[config.mk]
export PLATFORM = sky130hd
export DESIGN_NAME = srl_tap_line
export DESIGN_NICKNAME = d
export VERILOG_FILES = /design/src/rtl/srl_tap_line.sv
export SDC_FILE = /design/constraint.sdc
export NUM_CORES = 1
export LEC_CHECK = 0
export CORE_UTILIZATION = 52
export DETAILED_ROUTE_END_ITERATION = 6
export PLACE_DENSITY = 0.75
export REMOVE_ABC_BUFFERS = 1
export SETUP_SLACK_MARGIN = 0.05
export SYNTH_ARGS = -nofsm -noshare
export SYNTH_HDL_FRONTEND = slang
export SYNTH_SLANG_ARGS = --single-unit
[constraint.sdc]
create_clock -name clk -period 1.4 [get_ports clk]
set_input_delay 0.14 -clock clk [delete_from_list [all_inputs] [get_ports clk]]
set_output_delay 0.14 -clock clk [all_outputs]
set_load 0.005 [all_outputs]
[src/rtl/srl_tap_line.sv]
`default_nettype none
// ============================================================================
// Module   : srl_tap_line
// Purpose  : Addressable shift register (SRL-style) with fill-tracked tap
//            valid flags. Optional output register: SRL_TAP_LINE_OUTREG_EN.
// Revision : 1.0
// ============================================================================
module srl_tap_line #(
  parameter int W     = 6,
  parameter int DEPTH = 16,
  parameter int AW    = 4
) (
  input  logic          clk,
  input  logic          rst_n,
  input  logic          ce,
  input  logic          flush,
  input  logic [W-1:0]  d,
  input  logic [AW-1:0] a,
  output logic [W-1:0]  y,
  output logic          yv,
  output logic          full
);

  localparam logic [AW:0] c_depth = (AW+1)'(DEPTH);
  localparam logic [AW:0] c_one   = (AW+1)'(1);

  logic [W-1:0] stage_q [DEPTH];
  logic [AW:0]  fill_q;
  logic [AW:0]  fill_d;
  logic         tap_valid;
  logic [W-1:0] tap_data;

  // Data stages carry no reset so they can map onto SRL primitives.
  always_ff @(posedge clk) begin
    if (ce) begin
      stage_q[0] <= d;
      for (int k = 1; k < DEPTH; k++) begin
        stage_q[k] <= stage_q[k-1];
      end
    end
  end

  always_comb begin
    fill_d = fill_q;
    if (flush) begin
      fill_d = ce ? c_one : '0;
    end else if (ce && (fill_q != c_depth)) begin
      fill_d = fill_q + c_one;
    end
  end

  always_ff @(posedge clk or negedge rst_n) begin
    if (!rst_n) begin
      fill_q <= '0;
    end else begin
      fill_q <= fill_d;
    end
  end

  assign tap_valid = ({1'b0, a} < fill_q);
  assign tap_data  = tap_valid ? stage_q[a] : '0;
  assign full      = (fill_q == c_depth);

`ifdef SRL_TAP_LINE_OUTREG_EN
  logic [W-1:0] y_q;
  logic         yv_q;

  always_ff @(posedge clk or negedge rst_n) begin
    if (!rst_n) begin
      y_q  <= '0;
      yv_q <= 1'b0;
    end else begin
      y_q  <= tap_data;
      yv_q <= tap_valid;
    end
  end

  assign y  = y_q;
  assign yv = yv_q;
`else
  assign y  = tap_data;
  assign yv = tap_valid;
`endif

endmodule
`default_nettype wire

==> flow_metrics.env, run 1 <==
export IMPL_yosysSeqAreaShare_pct=72.5
export IMPL_yosysTopAreaCell="edfxtp_1"
export IMPL_htree_levels=3
export IMPL_power_density_nw_per_um2=1150
export IMPL_fmax_mhz=477
export IMPL_fin_worst_skew_ns=0.00586
export IMPL_fin_ws_ns=-0.699
export IMPL_fin_nets=298
export IMPL_die_area_um2=8330
export IMPL_initial_core_util_pct=53.7
export IMPL_cts_buffer_depth=2
export IMPL_ys_warn_count=0
export IMPL_num_rows=32
export IMPL_overflow=0
export IMPL_hold_depth=1
export IMPL_dp_cells=356
export IMPL_place_ws_ns=-1.05
export IMPL_wl_per_cell_um=18.6
export IMPL_status="complete, but fails checks"
export IMPL_crit_fanout=6
export IMPL_cts_sinks=101
export IMPL_die_x_um=91.3
export IMPL_fin_area_um2=5240
export IMPL_first_pass_iters=4
export IMPL_fp_dieH_um=91.3
export IMPL_syn_to_final_growth_pct=26.3
export IMPL_grtUsageTotal_pct=18.8
export IMPL_worstPathArrival_ns=1.96
export IMPL_setup_violations_final=11
export IMPL_r2r_end="fill_q[0]"
export IMPL_tightestPinTransition_ns=0.347
export IMPL_hold_viol_final=0
export IMPL_worst_hold_slack_ns=0.193
export IMPL_post_drt_via_cell_ratio=5.54
export IMPL_drive_above_1_share_pct=37.3
export IMPL_root_buffer="clkbuf_8"
export IMPL_min_path_type="in2reg"
export IMPL_dp_hpwl_um=4520
export IMPL_leakage_nw=1.99
export IMPL_drt_iter0_markers=157
export IMPL_drv_cap=0
export IMPL_syn_area_per_cell_um2=21.8
export IMPL_netlist_top_cells_area="edfxtp_1 (70%), mux4_1 (13%), dfrtp_1 (3.0%), mux2i_1 (2.9%), mux4_2 (2.2%)"
export IMPL_io_buffer_count=21
export IMPL_syn_instance_count=190
export IMPL_period_minus_slack_ns=2.10
export IMPL_whs_endpoint="stage_q[3][1]"
export IMPL_violations="negative setup slack"
export IMPL_grt_pass1_wl_um=11400
export IMPL_required_ns=1.26
export IMPL_grt_max_degree=31
export IMPL_dpl_cell_area_um2=4820
export IMPL_nFillCells=492
export IMPL_reg2reg_depth=10
export IMPL_grt_setup_unrepaired="yes"
export IMPL_ys_ff_latch=101
export IMPL_cts_tree="built"
export IMPL_clkTransAtPathRegs_ns=0.09
export IMPL_synth_top_area_share_pct=69.5
export IMPL_period_share_pct=150
export IMPL_synth_distinct_cells=25
export IMPL_critPathLaunchType="register"
export IMPL_n_antenna_cell=0
export IMPL_synthesis_area_um2=4150
export IMPL_path_class="reg2out"
export IMPL_drt_total_wl_um=7190
export IMPL_core_area_um2=7730
export IMPL_reg2reg_from="fill_q[0]"
export IMPL_critPathCaptureType="output pin"
export IMPL_cts_buffers=9
export IMPL_max_vdd_ir_drop_mv=0.743
export IMPL_reg2reg_setup_slack_ns=-0.16
export IMPL_instances_no_fill=386
export IMPL_relSlewSlack_pct=76.8
export IMPL_gp_congestion=0.713
export IMPL_drc=0
export IMPL_antenna_found_initial=0
export IMPL_grt_pass1_vias=2265
export IMPL_hold_start="ce"
export IMPL_setup_tns_ns=-5.33
export IMPL_antenna_left=0
export IMPL_clk_latency_ns=0.35
export IMPL_num_vias=2137
export IMPL_drv_slew=0
export IMPL_ioPinCount=22
==> cells in the final DEF (no fill, tap or decap), types with 3 or more instances in the layout <==
master,instances
mux4_2,4
clkdlybuf4s50_1,11
nor2_1,5
dfrtp_1,5
a21oi_2,5
mux2_1,6
inv_1,3
clkbuf_8,9
mux2i_1,12
buf_4,51
mux4_1,20
ha_4,3
edfxtp_1,96
buf_2,6
buf_12,4
buf_6,9
==> timing repair <==
item | 4_1_cts | 5_1_grt
pin swaps | 10 | 11
endpoints found under the hold margin | 5 | 0
hold buffers | 1 | 0
resized for setup | 52 | 14
setup endpoints to repair | 11 | 12
buffers inserted | 13 | 4
==> metal layers <==
layer | vias to the layer above | part of all wire (%) | GRT usage (%)
met5 | - | 0 | 0
li1 | 977 | - | -
met2 | 43 | 48 | 28.7
met4 | 0 | 2.1 | 9.52
met1 | 1105 | 46 | 26.3
met3 | 12 | 3.5 | 3.52
==> where the power goes <==
group	internal, W	switching, W	leakage (nW)
registers	0.00351	0.0000853	1.01
logic	0.000398	0.000283	0.890
clock network	0.000817	0.000908	0.0924
total	0.00472	0.00128	1.99
==> cells in the mapped netlist (all sizes together) <==
master and instances:
nand2b 2, nand2 4, a21oi 7, buf 7
xor2 1, ha 5, inv 5, nand4 2
a31oi 1, xnor2 2, mux4 24, edfxtp 96
nor2 6, dfrtp 5, mux2 6, nand4bb 1
a211o 1, mux2i 12, a21o 1, nand3 2
==> kinds of logic (layout without fill, tap and decap cells) <==
logic type | Yosys count | in the layout | synth area share, %
AND/OR/NAND/NOR | 17 | 17 | 2.02
XOR/XNOR | 3 | 3 | 0.634
buffers and inverters | 12 | 106 | 2.53
adder cells (fa/ha/maj) | 5 | 5 | 1.51
multiplexers | 42 | 42 | 19.4
flip-flops | 101 | 101 | 72.5
AO/OA/AOI/OAI | 10 | 10 | 1.39
==> stage by stage <==
stage | util (%) | total power (W)
CTS | 66.9 | 0.00603
global placement | 62.4 | 0.00422
detailed placement | 62.4 | 0.00425
global route | 67.8 | 0.00624
floorplan | - | 0.00385
finish | 67.8 | 0.00600
==> flip-flops by register name (all words and copies together) (netlist names) <==
register,cells
fill_q,5
stage_q,96
==> worst max-delay path by stage <==
stage | slack (ns) | start | depth (start not counted) | endpoint
floorplan | -0.08 | fill_q[1] | 5 | y[0]
global placement | -1.05 | a[0] | 7 | y[1]
detailed placement | -1.05 | a[0] | 7 | y[3]
CTS | -0.74 | fill_q[1] | 7 | y[5]
global route | -0.78 | fill_q[1] | 7 | y[0]
finish | -0.70 | fill_q[1] | 7 | y[1]
==> layout make-up <==
class / instances / area, um^2 / area share [%]
well taps: 102 / 128 / 2.44
inverters: 5 / 21.3 / 0.406
multi-input cells: 77 / 1150 / 22.0
repair buffers: 85 / 746 / 14.2
clock inverters: 5 / 51.3 / 0.979
flip-flops and latches: 101 / 3010 / 57.4
clock buffers: 11 / 131 / 2.51
==> critical path, cell delays in order, from the launching register on <==
cell and delay [ns]:
dfrtp_1 0.40, inv_2 0.08, ha_4 0.19, a21o_1 0.16, a211o_4 0.39, buf_6 0.14
a21oi_4 0.12, buf_2 0.13
(Power assumes the default switching activity.)
==> inputs of run 2 (changes only) <==
--- a/config.mk
+++ b/config.mk
@@ -6,6 +6,7 @@
 export NUM_CORES = 1
 export LEC_CHECK = 0
 export CORE_UTILIZATION = 52
+export CTS_CLUSTER_SIZE = 30
 export DETAILED_ROUTE_END_ITERATION = 6
 export PLACE_DENSITY = 0.75
 export REMOVE_ABC_BUFFERS = 1
==> results of run 2 <==
No change in the layout: final DEF, timing and power equal those of run 1.
==> inputs of run 3 (changes only) <==
--- a/config.mk
+++ b/config.mk
@@ -8,7 +8,7 @@
 export CORE_UTILIZATION = 52
 export CTS_CLUSTER_SIZE = 30
 export DETAILED_ROUTE_END_ITERATION = 6
-export PLACE_DENSITY = 0.75
+export PLACE_DENSITY = 0.73
 export REMOVE_ABC_BUFFERS = 1
 export SETUP_SLACK_MARGIN = 0.05
 export SYNTH_ARGS = -nofsm -noshare
==> constraint.sdc (replaced) <==
create_clock -name clk -period 2.1 [get_ports clk]
set_input_delay 0.21 -clock clk [delete_from_list [all_inputs] [get_ports clk]]
set_output_delay 0.21 -clock clk [all_outputs]
set_load 0.005 [all_outputs]
==> run 3 against run 2 <==
  * The run still ends with negative setup slack left
  * Critical path depth is the same
  * Global-route usage shrank 0.99 points
  * Register-to-register slack better by 0.56 ns
  * Sequential cell count unchanged
  * First-iteration DRC count is 8.3% higher
  * Via count shrank 8.0%
  * Total power shrank 32%
  * Hold slack worse by 0.14 ns
  * Clock-buffer cell count did not move
  * Die area stayed put
  * Clock skew up 0.0048 ns
  * Routed wire length fell by 4.7%
  * Critical path type unchanged
==> flow_metrics.env, run 3 (synthesis results as in run 1) <==
export IMPL_largest_reg_flops=96
export IMPL_hold_viol_final=0
export IMPL_critPathLaunchType="register"
export IMPL_dpl_cell_area_um2=4560
export IMPL_worstPathCellList="inv_2 > ha_4 > a21o_1 > a211o_4 > buf_6 > a21oi_2 > buf_2"
export IMPL_period_share_pct=103
export IMPL_io_buffer_count=21
export IMPL_grt_pass1_vias=1940
export IMPL_reg_top3="stage_q (96), fill_q (5)"
export IMPL_clk_latency_ns=0.37
export IMPL_gp_congestion=0.763
export IMPL_drt_iter0_markers=170
export IMPL_drv_slew=0
export IMPL_regMostFlops="stage_q"
export IMPL_final_cell_mix="edfxtp_1 (96), mux4_1 (20), buf_4 (17)"
export IMPL_drv_cap=0
export IMPL_power_density_nw_per_um2=835
export IMPL_cp_top_family="compound AO/OA/AOI/OAI gates"
export IMPL_dr_wl_met3_um=397
export IMPL_cts_tree="built"
export IMPL_die_x_um=91.3
export IMPL_dr_max_layer_used="met4"
export IMPL_reg2reg_depth=11
export IMPL_instances_no_fill=347
export IMPL_worst_hold_slack_ns=0.0544
export IMPL_fp_dieH_um=91.3
export IMPL_worstPathArrival_ns=1.96
export IMPL_root_buffer="clkbuf_8"
export IMPL_max_vdd_ir_drop_mv=0.463
export IMPL_fin_area_um2=4920
export IMPL_grt_setup_unrepaired="yes"
export IMPL_wl_per_cell_um=19.7
export IMPL_wl_met1_um=3250
export IMPL_fmax_mhz=460
export IMPL_tightestPinTransition_ns=0.367
export IMPL_ioPinCount=22
export IMPL_place_ws_ns=-0.508
export IMPL_fin_worst_skew_ns=0.0107
export IMPL_worst_path_max_delay_cell="dfrtp_1"
export IMPL_crit_fanout=5
export IMPL_layout_cells_most_common="edfxtp_1"
export IMPL_fin_nets=259
export IMPL_n_antenna_cell=0
export IMPL_reg2reg_setup_slack_ns=0.40
export IMPL_htree_levels=3
export IMPL_reg2reg_from="fill_q[1]"
export IMPL_status="complete, but fails checks"
export IMPL_num_vias=1965
export IMPL_core_area_um2=7730
export IMPL_cts_hold_buffers=0
export IMPL_clkTransAtPathRegs_ns=0.10
export IMPL_grt_max_degree=72
export IMPL_drive_above_1_share_pct=24.5
export IMPL_grt_pass1_wl_um=10700
export IMPL_num_rows=32
export IMPL_cp_num_buf_inv=3
export IMPL_leakage_nw=1.83
export IMPL_dp_hpwl_um=4070
export IMPL_post_drt_via_cell_ratio=5.66
export IMPL_required_ns=1.89
export IMPL_dp_cells=321
export IMPL_setup_violations_final=6
export IMPL_setup_tns_ns=-0.387
export IMPL_cts_buffers=9
export IMPL_syn_to_final_growth_pct=18.6
export IMPL_drc=0
export IMPL_antenna_found_initial=0
export IMPL_initial_core_util_pct=53.7
export IMPL_fin_ws_ns=-0.0731
export IMPL_grtUsageTotal_pct=17.8
export IMPL_die_area_um2=8330
export IMPL_first_pass_iters=4
export IMPL_period_minus_slack_ns=2.17
export IMPL_slowest_delay_ns=0.40
export IMPL_overflow=0
export IMPL_relSlewSlack_pct=75.6
export IMPL_min_path_type="in2async"
export IMPL_critPathCaptureType="output pin"
export IMPL_violations="negative setup slack"
export IMPL_r2r_end="fill_q[2]"
export IMPL_dr_wl_met2_um=3080
export IMPL_cts_buffer_depth=2
export IMPL_path_class="reg2out"
export IMPL_antenna_left=0
export IMPL_drt_total_wl_um=6850
export IMPL_cts_sinks=101
-- run 3: repair_timing --
action,4_1_cts,5_1_grt
hold endpoints to repair,0,0
gates cloned,1,0
gates resized for setup,38,8
endpoints found under the setup margin,8,8
setup buffers,7,2
pin swaps,3,5
-- run 3: cell type report --
class / instances / area, um^2
flip-flops and latches: 101 / 3010
clock inverters: 5 / 82.6
repair buffers: 46 / 458
fillers: 511 / 2810
inverters: 5 / 18.8
well taps: 102 / 128
multi-input cells: 77 / 1090
clock buffers: 11 / 131
-- run 3: stage by stage --
stage               utilization, %  total power (W)
floorplan                        -          0.00256
global placement              59.0          0.00277
finish                        63.6          0.00411
detailed placement            59.0          0.00278
global route                  63.6          0.00425
CTS                           63.0          0.00412
-- run 3: metal layers --
| metal | GRT usage, % | vias to the layer above |
|---|---|---|
| met1 | 26.1 | 994 |
| met3 | 6.03 | 8 |
| met5 | 0 | - |
| met2 | 26.3 | 65 |
| met4 | 3.97 | 0 |
| li1 | - | 898 |
-- run 3: worst register-to-register path, cell delays in order, from the launching register on --
cell and delay (ns):
dfrtp_1 0.37, inv_2 0.06, buf_4 0.13, buf_4 0.12
buf_4 0.12, ha_1 0.17, nand4bb_1 0.12, buf_4 0.13
buf_4 0.11, nand3_1 0.09, xnor2_1 0.15, nor2_1 0.05
-- run 3: worst max path at each step --
stage	from	end	slack (ns)	cells after the start
final	fill_q[1]	y[1]	-0.07	7
after global routing	fill_q[1]	y[4]	-0.15	7
after CTS	fill_q[1]	y[3]	-0.08	7
after detailed placement	a[0]	y[4]	-0.51	7
after global placement	a[0]	y[3]	-0.46	7
after floorplan	fill_q[1]	y[0]	0.55	5
-- run 3: report_power, final --
| group | switching, W | internal, W |
|---|---|---|
| Sequential | 0.0000564 | 0.00234 |
| Combinational | 0.000166 | 0.000211 |
| Clock | 0.000660 | 0.000677 |
